--- src/rtl/boot_loader_pkg.sv ---
// rtl/boot_loader_pkg.sv - shared states and constants for the UART boot loader
package boot_loader_pkg;

    typedef enum logic [3:0] {
        ST_IDLE,
        ST_LEN_HI,
        ST_LEN_LO,
        ST_DATA_HI,
        ST_DATA_LO,
        ST_WRITE,
        ST_CHECK,
        ST_DONE,
        ST_ERROR
    } state_e;

    localparam logic [7:0]  SYNC_BYTE              = 8'hA5;
    localparam int unsigned DEFAULT_TIMEOUT_CYCLES = 5_000_000;

endpackage

--- src/rtl/rx_edge_sync.sv ---
// rtl/rx_edge_sync.sv - two-flop synchronizer and rising-edge detector for the UART flag
module rx_edge_sync (
    input  logic clk,
    input  logic rst_n,
    input  logic async_i,
    output logic rise_o
);

    logic meta_q;
    logic sync_q;
    logic prev_q;

    // Resynchronize the flag and keep a delayed copy to find its rising edge.
    always_ff @(posedge clk or negedge rst_n) begin
        if (!rst_n) begin
            meta_q <= 1'b0;
            sync_q <= 1'b0;
            prev_q <= 1'b0;
        end else begin
            meta_q <= async_i;
            sync_q <= meta_q;
            prev_q <= sync_q;
        end
    end

    assign rise_o = sync_q & ~prev_q;

endmodule

--- src/rtl/boot_loader.sv ---
// rtl/boot_loader.sv - UART frame receiver that loads words into memory while holding the CPU
module boot_loader
    import boot_loader_pkg::*;
#(
    parameter int unsigned           WORD_SIZE      = 16,
    parameter logic [WORD_SIZE-1:0]  BASE_ADDR      = '0,
    parameter int unsigned           TIMEOUT_CYCLES = DEFAULT_TIMEOUT_CYCLES
) (
    input  logic                 clk,
    input  logic                 reset,
    input  logic [7:0]           rx_data,
    input  logic                 rx_flag,
    output logic                 cpu_hold,
    output logic [WORD_SIZE-1:0] mem_addr,
    output logic [WORD_SIZE-1:0] mem_wdata,
    output logic                 mem_we,
    output logic                 load_done,
    output logic                 load_err
);

    localparam int unsigned GAP_W = $clog2(TIMEOUT_CYCLES + 1);

    state_e               state_q, state_d;
    logic [15:0]          len_q, len_d;
    logic [15:0]          index_q, index_d;
    logic [7:0]           hi_q, hi_d;
    logic [7:0]           csum_q, csum_d;
    logic                 pend_valid_q, pend_valid_d;
    logic [7:0]           pend_data_q, pend_data_d;
    logic [GAP_W-1:0]     gap_q, gap_d;
    logic                 cpu_hold_q, cpu_hold_d;
    logic [WORD_SIZE-1:0] mem_addr_q, mem_addr_d;
    logic [WORD_SIZE-1:0] mem_wdata_q, mem_wdata_d;

    logic                 rx_evt;
    logic                 use_pend;
    logic                 byte_v;
    logic [7:0]           byte_val;
    logic                 gap_counting;
    logic [GAP_W-1:0]     gap_inc;
    logic                 timeout;

    rx_edge_sync u_rx_edge_sync (
        .clk     (clk),
        .rst_n   (reset),
        .async_i (rx_flag),
        .rise_o  (rx_evt)
    );

    // WRITE cannot consume a byte, so a byte landing there waits one cycle
    // in the pending register and is replayed ahead of any new arrival.
    assign use_pend     = pend_valid_q && (state_q != ST_WRITE);
    assign byte_v       = use_pend || (rx_evt && (state_q != ST_WRITE));
    assign byte_val     = use_pend ? pend_data_q : rx_data;

    assign gap_counting = (state_q != ST_IDLE) && (state_q != ST_ERROR);
    assign gap_inc      = gap_q + GAP_W'(1);
    assign timeout      = gap_counting && !rx_evt && (gap_inc == GAP_W'(TIMEOUT_CYCLES));

    // Next-state, frame parsing, checksum, byte-gap watchdog and write port.
    always_comb begin
        state_d      = state_q;
        len_d        = len_q;
        index_d      = index_q;
        hi_d         = hi_q;
        csum_d       = csum_q;
        pend_valid_d = pend_valid_q;
        pend_data_d  = pend_data_q;
        gap_d        = gap_q;
        cpu_hold_d   = cpu_hold_q;
        mem_addr_d   = mem_addr_q;
        mem_wdata_d  = mem_wdata_q;

        if (rx_evt && ((state_q == ST_WRITE) || use_pend)) begin
            pend_valid_d = 1'b1;
            pend_data_d  = rx_data;
        end else if (use_pend) begin
            pend_valid_d = 1'b0;
        end

        if (rx_evt) begin
            gap_d = '0;
        end else if (gap_counting) begin
            gap_d = gap_inc;
        end

        case (state_q)
            ST_IDLE, ST_ERROR: begin
                if (byte_v && (byte_val == SYNC_BYTE)) begin
                    state_d    = ST_LEN_HI;
                    csum_d     = 8'h00;
                    cpu_hold_d = 1'b1;
                end
            end
            ST_LEN_HI: begin
                if (byte_v) begin
                    len_d[15:8] = byte_val;
                    csum_d      = csum_q ^ byte_val;
                    state_d     = ST_LEN_LO;
                end
            end
            ST_LEN_LO: begin
                if (byte_v) begin
                    len_d[7:0] = byte_val;
                    csum_d     = csum_q ^ byte_val;
                    if ({len_q[15:8], byte_val} == 16'h0000) begin
                        state_d = ST_CHECK;
                    end else begin
                        index_d = 16'h0000;
                        state_d = ST_DATA_HI;
                    end
                end
            end
            ST_DATA_HI: begin
                if (byte_v) begin
                    hi_d    = byte_val;
                    csum_d  = csum_q ^ byte_val;
                    state_d = ST_DATA_LO;
                end
            end
            ST_DATA_LO: begin
                if (byte_v) begin
                    csum_d      = csum_q ^ byte_val;
                    mem_addr_d  = BASE_ADDR + WORD_SIZE'(index_q);
                    mem_wdata_d = WORD_SIZE'({hi_q, byte_val});
                    state_d     = ST_WRITE;
                end
            end
            ST_WRITE: begin
                index_d = index_q + 16'd1;
                if ((index_q + 16'd1) == len_q) begin
                    state_d = ST_CHECK;
                end else begin
                    state_d = ST_DATA_HI;
                end
            end
            ST_CHECK: begin
                if (byte_v) begin
                    state_d = (byte_val == csum_q) ? ST_DONE : ST_ERROR;
                end
            end
            ST_DONE: begin
                state_d    = ST_IDLE;
                cpu_hold_d = 1'b0;
            end
            default: begin
                state_d = ST_IDLE;
            end
        endcase

        if (timeout) begin
            state_d    = ST_ERROR;
            cpu_hold_d = 1'b1;
        end
    end

    // State and datapath registers; reset abandons any load in progress.
    always_ff @(posedge clk or negedge reset) begin
        if (!reset) begin
            state_q      <= ST_IDLE;
            len_q        <= 16'h0000;
            index_q      <= 16'h0000;
            hi_q         <= 8'h00;
            csum_q       <= 8'h00;
            pend_valid_q <= 1'b0;
            pend_data_q  <= 8'h00;
            gap_q        <= '0;
            cpu_hold_q   <= 1'b0;
            mem_addr_q   <= '0;
            mem_wdata_q  <= '0;
        end else begin
            state_q      <= state_d;
            len_q        <= len_d;
            index_q      <= index_d;
            hi_q         <= hi_d;
            csum_q       <= csum_d;
            pend_valid_q <= pend_valid_d;
            pend_data_q  <= pend_data_d;
            gap_q        <= gap_d;
            cpu_hold_q   <= cpu_hold_d;
            mem_addr_q   <= mem_addr_d;
            mem_wdata_q  <= mem_wdata_d;
        end
    end

    assign cpu_hold  = cpu_hold_q;
    assign mem_addr  = mem_addr_q;
    assign mem_wdata = mem_wdata_q;
    assign mem_we    = (state_q == ST_WRITE);
    assign load_done = (state_q == ST_DONE);
    assign load_err  = (state_q == ST_ERROR);

endmodule

--- config.mk ---
export PLATFORM = sky130hd
export DESIGN_NAME = boot_loader
export DESIGN_NICKNAME = d
export VERILOG_FILES = /design/src/rtl/boot_loader_pkg.sv /design/src/rtl/rx_edge_sync.sv /design/src/rtl/boot_loader.sv
export SDC_FILE = /design/constraint.sdc
export NUM_CORES = 1
export LEC_CHECK = 0
export ABC_AREA = 1
export CORE_MARGIN = 2
export CORE_UTILIZATION = 35
export DETAILED_ROUTE_END_ITERATION = 7
export GPL_TIMING_DRIVEN = 1
export PLACE_DENSITY = 0.57
export SLEW_MARGIN = 25
export SYNTH_ARGS = -nofsm -noshare
export SYNTH_HDL_FRONTEND = slang
export SYNTH_HIERARCHICAL = 1
export SYNTH_SLANG_ARGS = --single-unit
--- constraint.sdc ---
create_clock -name clk -period 5.1 [get_ports clk]
set_input_delay 1.02 -clock clk [delete_from_list [all_inputs] [get_ports clk]]
set_output_delay 1.02 -clock clk [all_outputs]
set_load 0.02 [all_outputs]
==> results.toml <==
[run_status]
run_status = "complete, no violations"

[placed_design]
detailed_place.area_um2 = 7050
port-buffer-count = 46
placed_cells_incl_taps = 1106
place.gp.congestion = 0.866
dp_hpwl_um = 11300

[clocking]
cts_root_buf = "sky130_fd_sc_hd__clkbuf_16"
clockBufferDepth = 2
cts.reportedPaths.clkPinSlew_ns = 0.05
tritoncts_num_sinks = 120
cts_made_buffers = 17
post_cts_setup_repair_buffer_count = 0
tritoncts = "yes"
holdBufCountCts = 0
h-tree-depth = 4
worst_skew_pair_later_pin_latency_ns = 0.42
cts_repair_resize_count = 0

[routing]
drt_pass1_iterations = 5
finalWirelength_um = 15800
initialDrtViolationCount = 371
via_count = 5495
detail_route.drc_violations = 0
route.antenna.remaining_nets = 0
routedWlPerCell_um = 13.8
routed_via_density = 4.83

[worst_setup_path]
worstSetupStartpointType = "flip-flop"
crit_arrival_ns = 2.31
timing.reg2reg.worst_path_depth = 11
critical_path.endpoint_type = "output pin"
worst-setup-path-type = "flip-flop to output pin"
critPathMaxFanout = 26
reg2reg_to = "index_q[0]"
timing.critical_path.required_ns = 4.08
setup.reg_to_reg.worst_slack_ns = 2.39
regToRegStartpoint = "state_q[3]"

[sta]
timing.final.setup_violations = 0
drv_slew = 0
slew-limit-headroom_pct = 36.9
final.setup_skew_ns = 0.00595
final.min_clock_period_ns = 3.33
grt_setup_unrepaired = "no"
timing_worst_slew_pin_value_ns = 0.943
final_critical_path_share_of_the_clock_period_pct = 65.3
hold_viol = 0
final.setup.tns_ns = 0
fmax_mhz = 300

[flow_run]
cap_viol_max_count = 0

[synthesis]
synth_edf_count = 0
yosysSeqAreaShare_pct = 47.2
synth.net_count = 861
ys_ff_latch = 120
synth_cell_types = 31
synth.yosys.warnings = 6
post_synthesis_instance_area_um2 = 6360
dominantRegCellSynth = "sky130_fd_sc_hd__dfrtp_1"
syn_area_per_cell_um2 = 7.51
postSynthCellCount = 847
synth-async-reset-ratio_pct = 100

[power_and_ir_drop]
total_design_power_mw = 3.51
ir_worst_vdd_mv = 0.277
p_leak_nw = 3.48
power-per-cell-area_nw_per_um2 = 460

[final_layout]
post_route_cells_drive_above_1_share_pct = 7.04
layout.cells.non_filler = 1138
num-nets-final = 910
multiInputGateArea_um2 = 2900
finalInstanceArea_um2 = 7640
filler_cell_count = 1863
area_delta_synth_final_pct = 20.1
final_antenna_diode_count = 0
seq_area_um2 = 3000
finalCoreUtilization_pct = 42.7

[global_routing]
overflow = 0
vias_in_the_first_global_route = 5274
gr-usage-all-layers_pct = 17.5
grt_first_pass_wirelength_um = 27200
number_of_antenna_violations_at_the_first_check_in_global_routing = 0
grt_max_degree = 57

[min_path]
min-delay-path-class = "flip-flop to flip-flop"
min_from = "u_rx_edge_sync/sync_q"
hold_depth = 0
hold-path-endpoint = "u_rx_edge_sync/prev_q"

[floorplan]
fp.dieH_um = 139
core_um2 = 17900
top_level_ports = 47
initial_utilization_pct = 35.5
fp.dieW_um = 139
die-area_um2 = 19300
core.rowCount = 49
sequential cells by signal, indices dropped and copies added, names as in the netlist:
signal                 count
u_rx_edge_sync/meta_q      1
csum_q                     8
pend_valid_q               1
len_q                     16
state_q                    4
mem_addr                  16
cpu_hold                   1
hi_q                       8
u_rx_edge_sync/prev_q      1
mem_wdata                 16
u_rx_edge_sync/sync_q      1
pend_data_q                8
index_q                   16
gap_q                     23
placed cells by master (no fill, tap or decap):
master,instances
sky130_fd_sc_hd__clkinv_2,2
sky130_fd_sc_hd__a21oi_4,1
sky130_fd_sc_hd__clkbuf_16,17
sky130_fd_sc_hd__clkinvlp_4,6
sky130_fd_sc_hd__nor3_1,6
sky130_fd_sc_hd__nand3b_1,9
sky130_fd_sc_hd__bufinv_16,1
sky130_fd_sc_hd__clkbuf_8,5
sky130_fd_sc_hd__dfrtp_1,120
sky130_fd_sc_hd__a21oi_1,2
sky130_fd_sc_hd__inv_1,97
sky130_fd_sc_hd__nor2_4,1
sky130_fd_sc_hd__nand2_1,276
sky130_fd_sc_hd__inv_2,3
sky130_fd_sc_hd__nand3_4,1
sky130_fd_sc_hd__o21ai_2,1
sky130_fd_sc_hd__o211ai_1,1
sky130_fd_sc_hd__nand4_1,12
sky130_fd_sc_hd__clkdlybuf4s50_1,45
sky130_fd_sc_hd__nor2_2,2
sky130_fd_sc_hd__or2_2,2
sky130_fd_sc_hd__o21ai_1,5
sky130_fd_sc_hd__clkinv_4,1
sky130_fd_sc_hd__buf_4,5
sky130_fd_sc_hd__ha_1,3
sky130_fd_sc_hd__xor2_1,12
sky130_fd_sc_hd__o21ai_0,86
sky130_fd_sc_hd__xnor2_1,3
sky130_fd_sc_hd__nor4_1,2
sky130_fd_sc_hd__nand2_2,5
sky130_fd_sc_hd__nor2_1,89
sky130_fd_sc_hd__nand3_1,51
sky130_fd_sc_hd__nand2_4,1
sky130_fd_sc_hd__xnor3_1,3
sky130_fd_sc_hd__o22ai_1,23
sky130_fd_sc_hd__mux2_2,10
worst max-delay path by stage:
stage	startpoint	end	depth (start not counted)
final	state_q[3]	mem_we	4
after global placement	rx_data[2]	index_q[1]	10
after floorplan	rx_data[3]	csum_q[1]	11
after CTS	state_q[3]	mem_we	4
after global routing	state_q[2]	mem_we	5
after detailed placement	rx_data[2]	index_q[0]	10
Yosys cell counts, types with 2 or more instances:
library cell,instances,share of area (%)
sky130_fd_sc_hd__o22ai_1,23,2.3
sky130_fd_sc_hd__nor2_1,89,5.3
sky130_fd_sc_hd__inv_2,3,0.18
sky130_fd_sc_hd__nand3_1,51,4.0
sky130_fd_sc_hd__o21ai_0,86,6.8
sky130_fd_sc_hd__clkbuf_1,15,0.89
sky130_fd_sc_hd__a21oi_1,2,0.16
sky130_fd_sc_hd__inv_1,97,5.7
sky130_fd_sc_hd__nor4_1,2,0.20
sky130_fd_sc_hd__nand4_1,12,1.2
sky130_fd_sc_hd__buf_2,4,0.31
sky130_fd_sc_hd__ha_1,3,0.59
sky130_fd_sc_hd__mux2_2,10,1.8
sky130_fd_sc_hd__xnor2_1,3,0.41
sky130_fd_sc_hd__xnor3_1,3,1.1
sky130_fd_sc_hd__o21ai_1,5,0.39
sky130_fd_sc_hd__nand2_2,4,0.39
sky130_fd_sc_hd__nand3b_1,9,1.1
sky130_fd_sc_hd__dfrtp_1,120,47
sky130_fd_sc_hd__nor3_1,6,0.47
sky130_fd_sc_hd__or2_2,2,0.20
sky130_fd_sc_hd__xor2_1,12,1.7
sky130_fd_sc_hd__nand2_1,277,16
sky130_fd_sc_hd__nor2_2,2,0.20
through the flow:
stage | hold slack [ns] | worst slack, ns
after floorplan | 0.331 | 2.96
after global placement | 0.354 | 2.14
after detailed placement | 0.362 | 2.04
after CTS | 0.375 | 1.74
after global routing | 0.385 | 1.66
final | 0.375 | 1.77
power by group:
part	switching (mW)	total (mW)	internal [mW]
Clock	0.442	1.17	0.733
Sequential	0.172	1.35	1.17
Combinational	0.604	0.994	0.390
cell families after synthesis:
kind of cell,after synthesis,synth area share (%)
DFF,120,47.2
muxes,10,1.77
AOI/OAI and AO/OA,119,10.1
xor gates and xnor gates,18,3.13
buffers and inverters,120,7.28
adders and majority gates,3,0.590
and+or+nand+nor,457,29.9
layout make-up:
class                           instances  share of cell area [%]
Clock buffer                           22                    6.47
Clock inverter                         10                    1.23
Inverter                              100                    4.91
Multi-Input combinational cell        607                    37.9
Sequential cell                       120                    39.3
Tap cell                              229                    3.75
Timing Repair Buffer                   50                    6.39
routing by layer:
layer  up-vias  GRT usage [%]  wire length [um]
li1       2826              -                 -
met4         0           4.89               145
met3        11           4.18               816
met1      2518           26.1              8060
met5         -              0                 0
met2       140           25.3              6730
worst max-delay path, cell delays in order, from the launching register on:
cell and delay (ns):
sky130_fd_sc_hd__dfrtp_1 0.43, sky130_fd_sc_hd__nor2_4 0.15, sky130_fd_sc_hd__nand3_4 0.32, sky130_fd_sc_hd__inv_2 0.33, sky130_fd_sc_hd__clkdlybuf4s50_1 0.66
Note: power is estimated with default switching activity, not from simulation.
